--- config.mk ---
export PLATFORM = sky130hd
export DESIGN_NAME = sim_halt_ctrl
export DESIGN_NICKNAME = d
export VERILOG_FILES = /design/src/rtl/sim_halt_ctrl.sv
export SDC_FILE = /design/constraint.sdc
export NUM_CORES = 1
export LEC_CHECK = 0
export BUFFER_PORTS_ARGS = -buffer_cell sky130_fd_sc_hd__clkbuf_2
export CAP_MARGIN = 20
export CORE_UTILIZATION = 42
export DETAILED_ROUTE_END_ITERATION = 8
export PLACE_DENSITY = 0.67
export SETUP_SLACK_MARGIN = 0.15
export SYNTH_ARGS = -nofsm -noshare
export SYNTH_HDL_FRONTEND = slang
export SYNTH_SLANG_ARGS = --single-unit
--- constraint.sdc ---
create_clock -name clk -period 3.1 [get_ports clk]
set_input_delay 0.31 -clock clk [delete_from_list [all_inputs] [get_ports clk]]
set_output_delay 0.31 -clock clk [all_outputs]
set_load 0.03 [all_outputs]
--- src/rtl/sim_halt_ctrl.sv ---
// Commit-stage simulation-termination controller: RUN -> DRAIN -> HALT with a sticky halt record.
// The halt is reported through the output ports; the harness polls halt_o.
module sim_halt_ctrl #(
  parameter int unsigned XLEN       = 64,
  parameter int unsigned CNT_W      = 64,
  parameter int unsigned DRAIN_MAX  = 16,
  parameter int unsigned IDLE_LIMIT = 10000
) (
  input  logic             clk,
  input  logic             rst_n,
  input  logic             commit_valid,
  input  logic [31:0]      commit_inst,
  input  logic [XLEN-1:0]  commit_pc,
  input  logic             commit_ill,
  input  logic [XLEN-1:0]  gpr_a0,
  input  logic             mem_busy,
  output logic             stall_o,
  output logic             halt_o,
  output logic [1:0]       halt_reason,
  output logic             good_trap,
  output logic [31:0]      exit_code,
  output logic [XLEN-1:0]  halt_pc,
  output logic [CNT_W-1:0] cycle_cnt,
  output logic [CNT_W-1:0] inst_cnt
);

  localparam logic [31:0] EBREAK_INST = 32'h0010_0073;

  localparam logic [1:0] R_EBREAK  = 2'd0;
  localparam logic [1:0] R_ILLEGAL = 2'd1;
  localparam logic [1:0] R_IDLE    = 2'd2;
  localparam logic [1:0] R_DRAIN   = 2'd3;

  localparam int unsigned IDLE_W  = $clog2(IDLE_LIMIT + 1);
  localparam int unsigned DRAIN_W = $clog2(DRAIN_MAX + 1);

  typedef enum logic [1:0] {
    S_RUN,
    S_DRAIN,
    S_HALT
  } state_t;

  state_t              state;
  logic [IDLE_W-1:0]   idle_cnt;
  logic [DRAIN_W-1:0]  drain_cnt;
  logic [XLEN-1:0]     last_pc;

  logic trigger;
  assign trigger = commit_valid & (commit_ill | (commit_inst == EBREAK_INST));

  always_ff @(posedge clk or negedge rst_n) begin
    if (!rst_n) begin
      state       <= S_RUN;
      stall_o     <= 1'b0;
      halt_o      <= 1'b0;
      halt_reason <= '0;
      good_trap   <= 1'b0;
      exit_code   <= '0;
      halt_pc     <= '0;
      cycle_cnt   <= '0;
      inst_cnt    <= '0;
      idle_cnt    <= '0;
      drain_cnt   <= '0;
      last_pc     <= '0;
    end else begin
      case (state)
        S_RUN: begin
          cycle_cnt <= cycle_cnt + 1'b1;
          if (commit_valid) begin
            // A commit always clears the watchdog, even on the cycle it would expire.
            inst_cnt <= inst_cnt + 1'b1;
            last_pc  <= commit_pc;
            idle_cnt <= '0;
            if (trigger) begin
              state       <= S_DRAIN;
              stall_o     <= 1'b1;
              halt_reason <= commit_ill ? R_ILLEGAL : R_EBREAK;
              exit_code   <= gpr_a0[31:0];
              halt_pc     <= commit_pc;
              drain_cnt   <= '0;
            end
          end else if (idle_cnt == IDLE_W'(IDLE_LIMIT - 1)) begin
            state       <= S_HALT;
            stall_o     <= 1'b1;
            halt_o      <= 1'b1;
            halt_reason <= R_IDLE;
            exit_code   <= '0;
            halt_pc     <= last_pc;
            good_trap   <= 1'b0;
          end else begin
            idle_cnt <= idle_cnt + 1'b1;
          end
        end

        S_DRAIN: begin
          cycle_cnt <= cycle_cnt + 1'b1;
          if (!mem_busy) begin
            state     <= S_HALT;
            halt_o    <= 1'b1;
            good_trap <= (halt_reason == R_EBREAK) && (exit_code == '0);
          end else if (drain_cnt == DRAIN_W'(DRAIN_MAX - 1)) begin
            // Drain gave up: the trigger's exit code is kept, only the reason changes.
            state       <= S_HALT;
            halt_o      <= 1'b1;
            halt_reason <= R_DRAIN;
            good_trap   <= 1'b0;
          end else begin
            drain_cnt <= drain_cnt + 1'b1;
          end
        end

        S_HALT: begin
          stall_o <= 1'b1;
          halt_o  <= 1'b1;
        end

        default: state <= S_RUN;
      endcase
    end
  end

endmodule

# == Yosys cells after proc, flatten, opt, wreduce, memory -nomap -nowiden ==
# Index checks and enable logic that the tools add are counted.
# word_totals
inputBits,165
word_cells,92
out_inout_bits,229
regBits,314
# op_classes
n_eq_ne,17
reduce_logical,18
add_sub_neg,4
muxes,38
n_bitwise,3
# op_table
operator,n
2-to-1 mux 64 bit,3
"adder 64 x 1 -> 64 bit, second input constant",2
2-to-1 mux 32 bit,3
"== test 32 x 21 -> 1 bit, second input constant",1
logical NOT 32 bit,1
2-to-1 mux 14 bit,2
2-to-1 mux 5 bit,4
2-to-1 mux 2 bit,9
"inequality test 2 bit, second input constant",9
"adder 14 x 1 -> 14 bit, second input constant",1
"== test 14 bit, second input constant",1
AND reduction 4 bit,3
2-to-1 mux 1 bit,11
one-hot mux 5 bit (2 select lines),1
AND reduction 5 bit,2
"inequality test 3 bit, second input constant",3
one-hot mux 2 bit (3 select lines),1
AND reduction 3 bit,2
nonzero test 2 bit,3
"adder 5 x 1 -> 5 bit, second input constant",1
"== test 5 x 4 -> 1 bit, second input constant",1
logical NOT 2 bit,2
one-hot mux 1 bit (2 select lines),2
one-hot mux 2 bit (2 select lines),1
10 further kinds,11

# == Depth between registers and ports, before layout ==
# logic_depth
depth_word,6
mapped_depth,10
ltp_nobuf,8

# == Worst setup path before layout ==
# No wires, ideal clock.
# synth_path
kind,register -> register
startpoint,register cycle_cnt[0]
endpoint,register cycle_cnt[54]
period_less_slack_ns,2.411
t_required_ns,3.020
stages_incl_launch_ff,7
setup_ns,0.080
slack_ns,0.689
path_buffers,0
t_arrival_ns,2.331
path_cell_list,dfrtp_1 > ha_1 > o211ai_1 > nor4_1 > nand4_1 > nor4_1 > xor2_1
# synth_via
elab_chain_cells,1
# synth_lines
element,line,rtl
"start, declared",23,"output logic [CNT_W-1:0] cycle_cnt,"
"start signal, assigned",68,cycle_cnt <= cycle_cnt + 1'b1;
"start signal, assigned",96,cycle_cnt <= cycle_cnt + 1'b1;
adder 64 x 1 -> 64 bit,"68, 96",
# Every way passes these cells.
# A chain may end at the register's enable or synchronous reset.

# == Worst setup path in the final report ==
# layout_path
startpoint,register state[0]
endpoint,register cycle_cnt[63]
# layout_via
elab_chain_cells,2
elab_cells_between_ends,3
classes_between,eq/ne: 1; reduce/logical: 2
# layout_lines
element,line,rtl
"start, declared",43,state_t state;
"start signal, assigned",53,state <= S_RUN;
"start signal, assigned",75,state <= S_DRAIN;
"start signal, assigned",83,state <= S_HALT;
== test 2 x 1 -> 1 bit or logical NOT 2 bit (tied branches),66,case (state)
OR reduction 2 bit (no line) *,-,
# Every way passes the cells marked *; elsewhere a longest branch is shown, timed or not.

==> results.toml <==
[detailed_routing]
first_pass_iters = 5
ant_nets = 0
wl_per_cell_um = 18.2
drc = 0
vias = 10500
drt_iter0_drc = 546
routed_via_density = 5.27
wirelength_mm = 36.3

[floorplanning]
start_util_pct = 42.9
die_h_um = 185
coreArea_um2 = 32700
num_rows = 66
fp.dieW_um = 185
dieArea_um2 = 34100
boundaryPins = 394

[place]
gp_congestion = 0.833
place_hpwl_mm = 26.0
dp_slack_ns = 0.494
io_buffers = 361

[sta]
period_minus_slack_ns = 2.65
hold_viol = 0
setup_viol = 0
hold_ws_ns = 0.0176
slew_headroom_pct = 40.2
min_period_over_period_pct = 85.5
setup_tns_ns = 0
rsz0062_at_grt = "false"
finClkSkew_ns = 0.0240
setup_slack_ns = 0.451
finalMaxSlewViolations = 0
worst_slew_pin_slew_ns = 0.889
max_freq_ghz = 0.377

[cts]
cts_tree = "yes"
cts.sinks = 314
numCtsBuffers = 37
htreeDepth = 2
clock_path_buffers = 3
cts-root-buf = "clkbuf_16"
clkLatencyLatePin_ns = 0.52
path_clk_slew_ns = 0.06
cts_resized = 0

[power]
switching_share_pct = 35.6
switching_power_mw = 5.52
p_total_mw = 15.5
power.internal_mw = 10.0
seqPwrFrac_pct = 39.1
comb_power_share_pct = 32.7
ir_drop_mv = 0.665
leakage_nw = 8.47
p_clk_share_pct = 28.2
cellPowerDensity_nw_per_um2 = 874

[critical_path]
path_buf_inv = 1
crit_path_start_kind = "register"
crit_required_ns = 3.50
cpPeakStageDelay_ns = 0.62
slowest_stage = "or4_4"
critical_path_class = "reg -> reg"
critPathTopFamily = "simple AND/OR/NAND/NOR gates"
path_cells = "inv_1, ha_1, o21ai_0, or4_1, or4_4, nor4b_1, xor2_1"
arrival_ns = 3.05
cp-end-kind = "register"
crit_fanout = 12

[global_route]
grt_max_degree = 90
grt_busiest_layer = "met2"
grt_pass1_vias = 10600
grt_util_met3_pct = 7.88
antenna_found_initial = 1
grt_use_total_pct = 21.0
met1_usage_pct = 25.7
gr-total-overflow = 0
grt_pass1_wl_mm = 56.6
grt_util_met2_pct = 34.4

[layout]
fin_util_pct = 54.3
nets = 1697
syn_to_final_growth_pct = 26.6
final.fill_count = 2870
layout_common_cells = "clkbuf_2 (359), dfrtp_1 (314), mux2_2 (195)"
drive_gt1_share_pct = 41.7
final_common_cell = "clkbuf_2"

[logic_synthesis]
ys_types = 49
synth_ff_type = "dfrtp_1"
synth-seq-cells = 314
netlist_area_um2 = 14000
syn_inst = 1139
yosysSeqAreaShare_pct = 56.0
synth_async_sr_flop_share_pct = 100
synth_edf_count = 0
avgSynthCellArea_um2 = 12.3
syn_nets = 1312
yosysWarnings = 0

[status]
outcome = "complete, no violations"

[hold_path]
min_path_type = "in -> reg"

[run]
maxCapViolCount = 0
## cell families after synthesis
family          Yosys count  synth area share, %
flops                   314                 56.0
fa+ha+maj                 8                0.713
xor+xnor                126                 7.87
mux                     199                 15.9
buf+inv                  70                 1.96
compound gates           84                 4.49
simple gates            338                 13.0
## power by group through the flow
stage | clock [mW] | combinational (mW) | sequential, mW
5_1_grt | 4.66 | 5.43 | 6.22
4_1_cts | 4.52 | 5.13 | 6.07
6_report | 4.38 | 5.07 | 6.07
2_1_floorplan | 0 | 2.18 | 7.30
3_3_place_gp | 0 | 5.02 | 6.04
3_5_place_dp | 0 | 5.10 | 6.13
## sequential cells by signal, summed over array words and instances (netlist names)
name	cells
halt_o	1
drain_cnt	5
halt_reason	2
state	2
inst_cnt	64
last_pc	64
stall_o	1
cycle_cnt	64
idle_cnt	14
good_trap	1
exit_code	32
halt_pc	64
## per-stage QoR
stage	cells	cell area, um2
after floorplan	1139	14000
after global routing	1994	17800
after global placement	1920	16500
after CTS	1994	17800
after detailed placement	1920	16500
final	1995	17800
## cell usage after synthesis (2+ instances only)
cell | instances | area (um2)
or4_1 | 2 | 15.0
nand2_1 | 55 | 206
a32o_1 | 2 | 20.0
nor4b_1 | 3 | 26.3
nand4_1 | 49 | 307
dfrtp_1 | 314 | 7860
and2_1 | 9 | 56.3
and4_1 | 10 | 87.6
or2_2 | 5 | 31.3
nor4_1 | 30 | 188
inv_1 | 29 | 109
a21o_1 | 2 | 15.0
xor2_1 | 47 | 412
a41oi_1 | 3 | 26.3
nor4_2 | 3 | 37.5
and3_1 | 13 | 81.3
nor2_1 | 59 | 221
o21bai_1 | 2 | 15.0
mux2i_1 | 4 | 40.0
xnor2_1 | 79 | 692
nor3_1 | 26 | 130
nand2b_1 | 3 | 18.8
o2bb2ai_1 | 3 | 26.3
or3_1 | 4 | 25.0
clkbuf_1 | 31 | 116
a21oi_1 | 11 | 55.1
a22o_1 | 36 | 315
ha_1 | 8 | 100
buf_2 | 4 | 20.0
nor4bb_1 | 3 | 30.0
buf_1 | 5 | 18.8
mux2_2 | 195 | 2200
nor3b_1 | 4 | 30.0
o21ai_0 | 15 | 75.1
nand3b_1 | 2 | 15.0
o211ai_1 | 3 | 22.5
nand3_1 | 54 | 270
## cell type report
| type | count | area (um2) | share of cell area, % |
|---|---|---|---|
| sequential | 314 | 7860 | 44.2 |
| multi-input combinational | 755 | 5910 | 33.2 |
| timing repair buffer | 387 | 2090 | 11.8 |
| clock buffer | 56 | 1130 | 6.36 |
| tap | 442 | 553 | 3.11 |
| clock inverter | 11 | 115 | 0.648 |
| inverter | 29 | 109 | 0.613 |
| antenna | 1 | 2.50 | 0.0141 |
## path summary, 6_finish.rpt
kind	cells after the start	end	slack, ns	from
worst min-delay path	2	exit_code[22]$_DFFE_PN0P_	0.02	gpr_a0[22]
max in group asynchronous	3	last_pc[18]$_DFFE_PN0P_	1.76	rst_n
worst max-delay path	7	cycle_cnt[63]$_DFFE_PN0N_	0.45	state[0]$_DFFE_PN0P_
min in group asynchronous	2	exit_code[8]$_DFFE_PN0P_	0.41	rst_n
worst min register to register	1	halt_o$_DFFE_PN0P_	0.48	halt_o$_DFFE_PN0P_
worst max register to register	7	cycle_cnt[63]$_DFFE_PN0N_	0.45	state[0]$_DFFE_PN0P_
## routing by layer
layer | vias up | wire length (um)
li1 | 4882 | -
met1 | 5242 | 14900
met5 | - | 0
met4 | 0 | 854
met2 | 336 | 17000
met3 | 55 | 3480
## timing repair
item                      in CTS  in global routing
setup buffers                  0                  0
hold buffers                   7                  0
hold endpoints to repair      88                  0
Note: power is estimated with default switching activity, not from simulation.
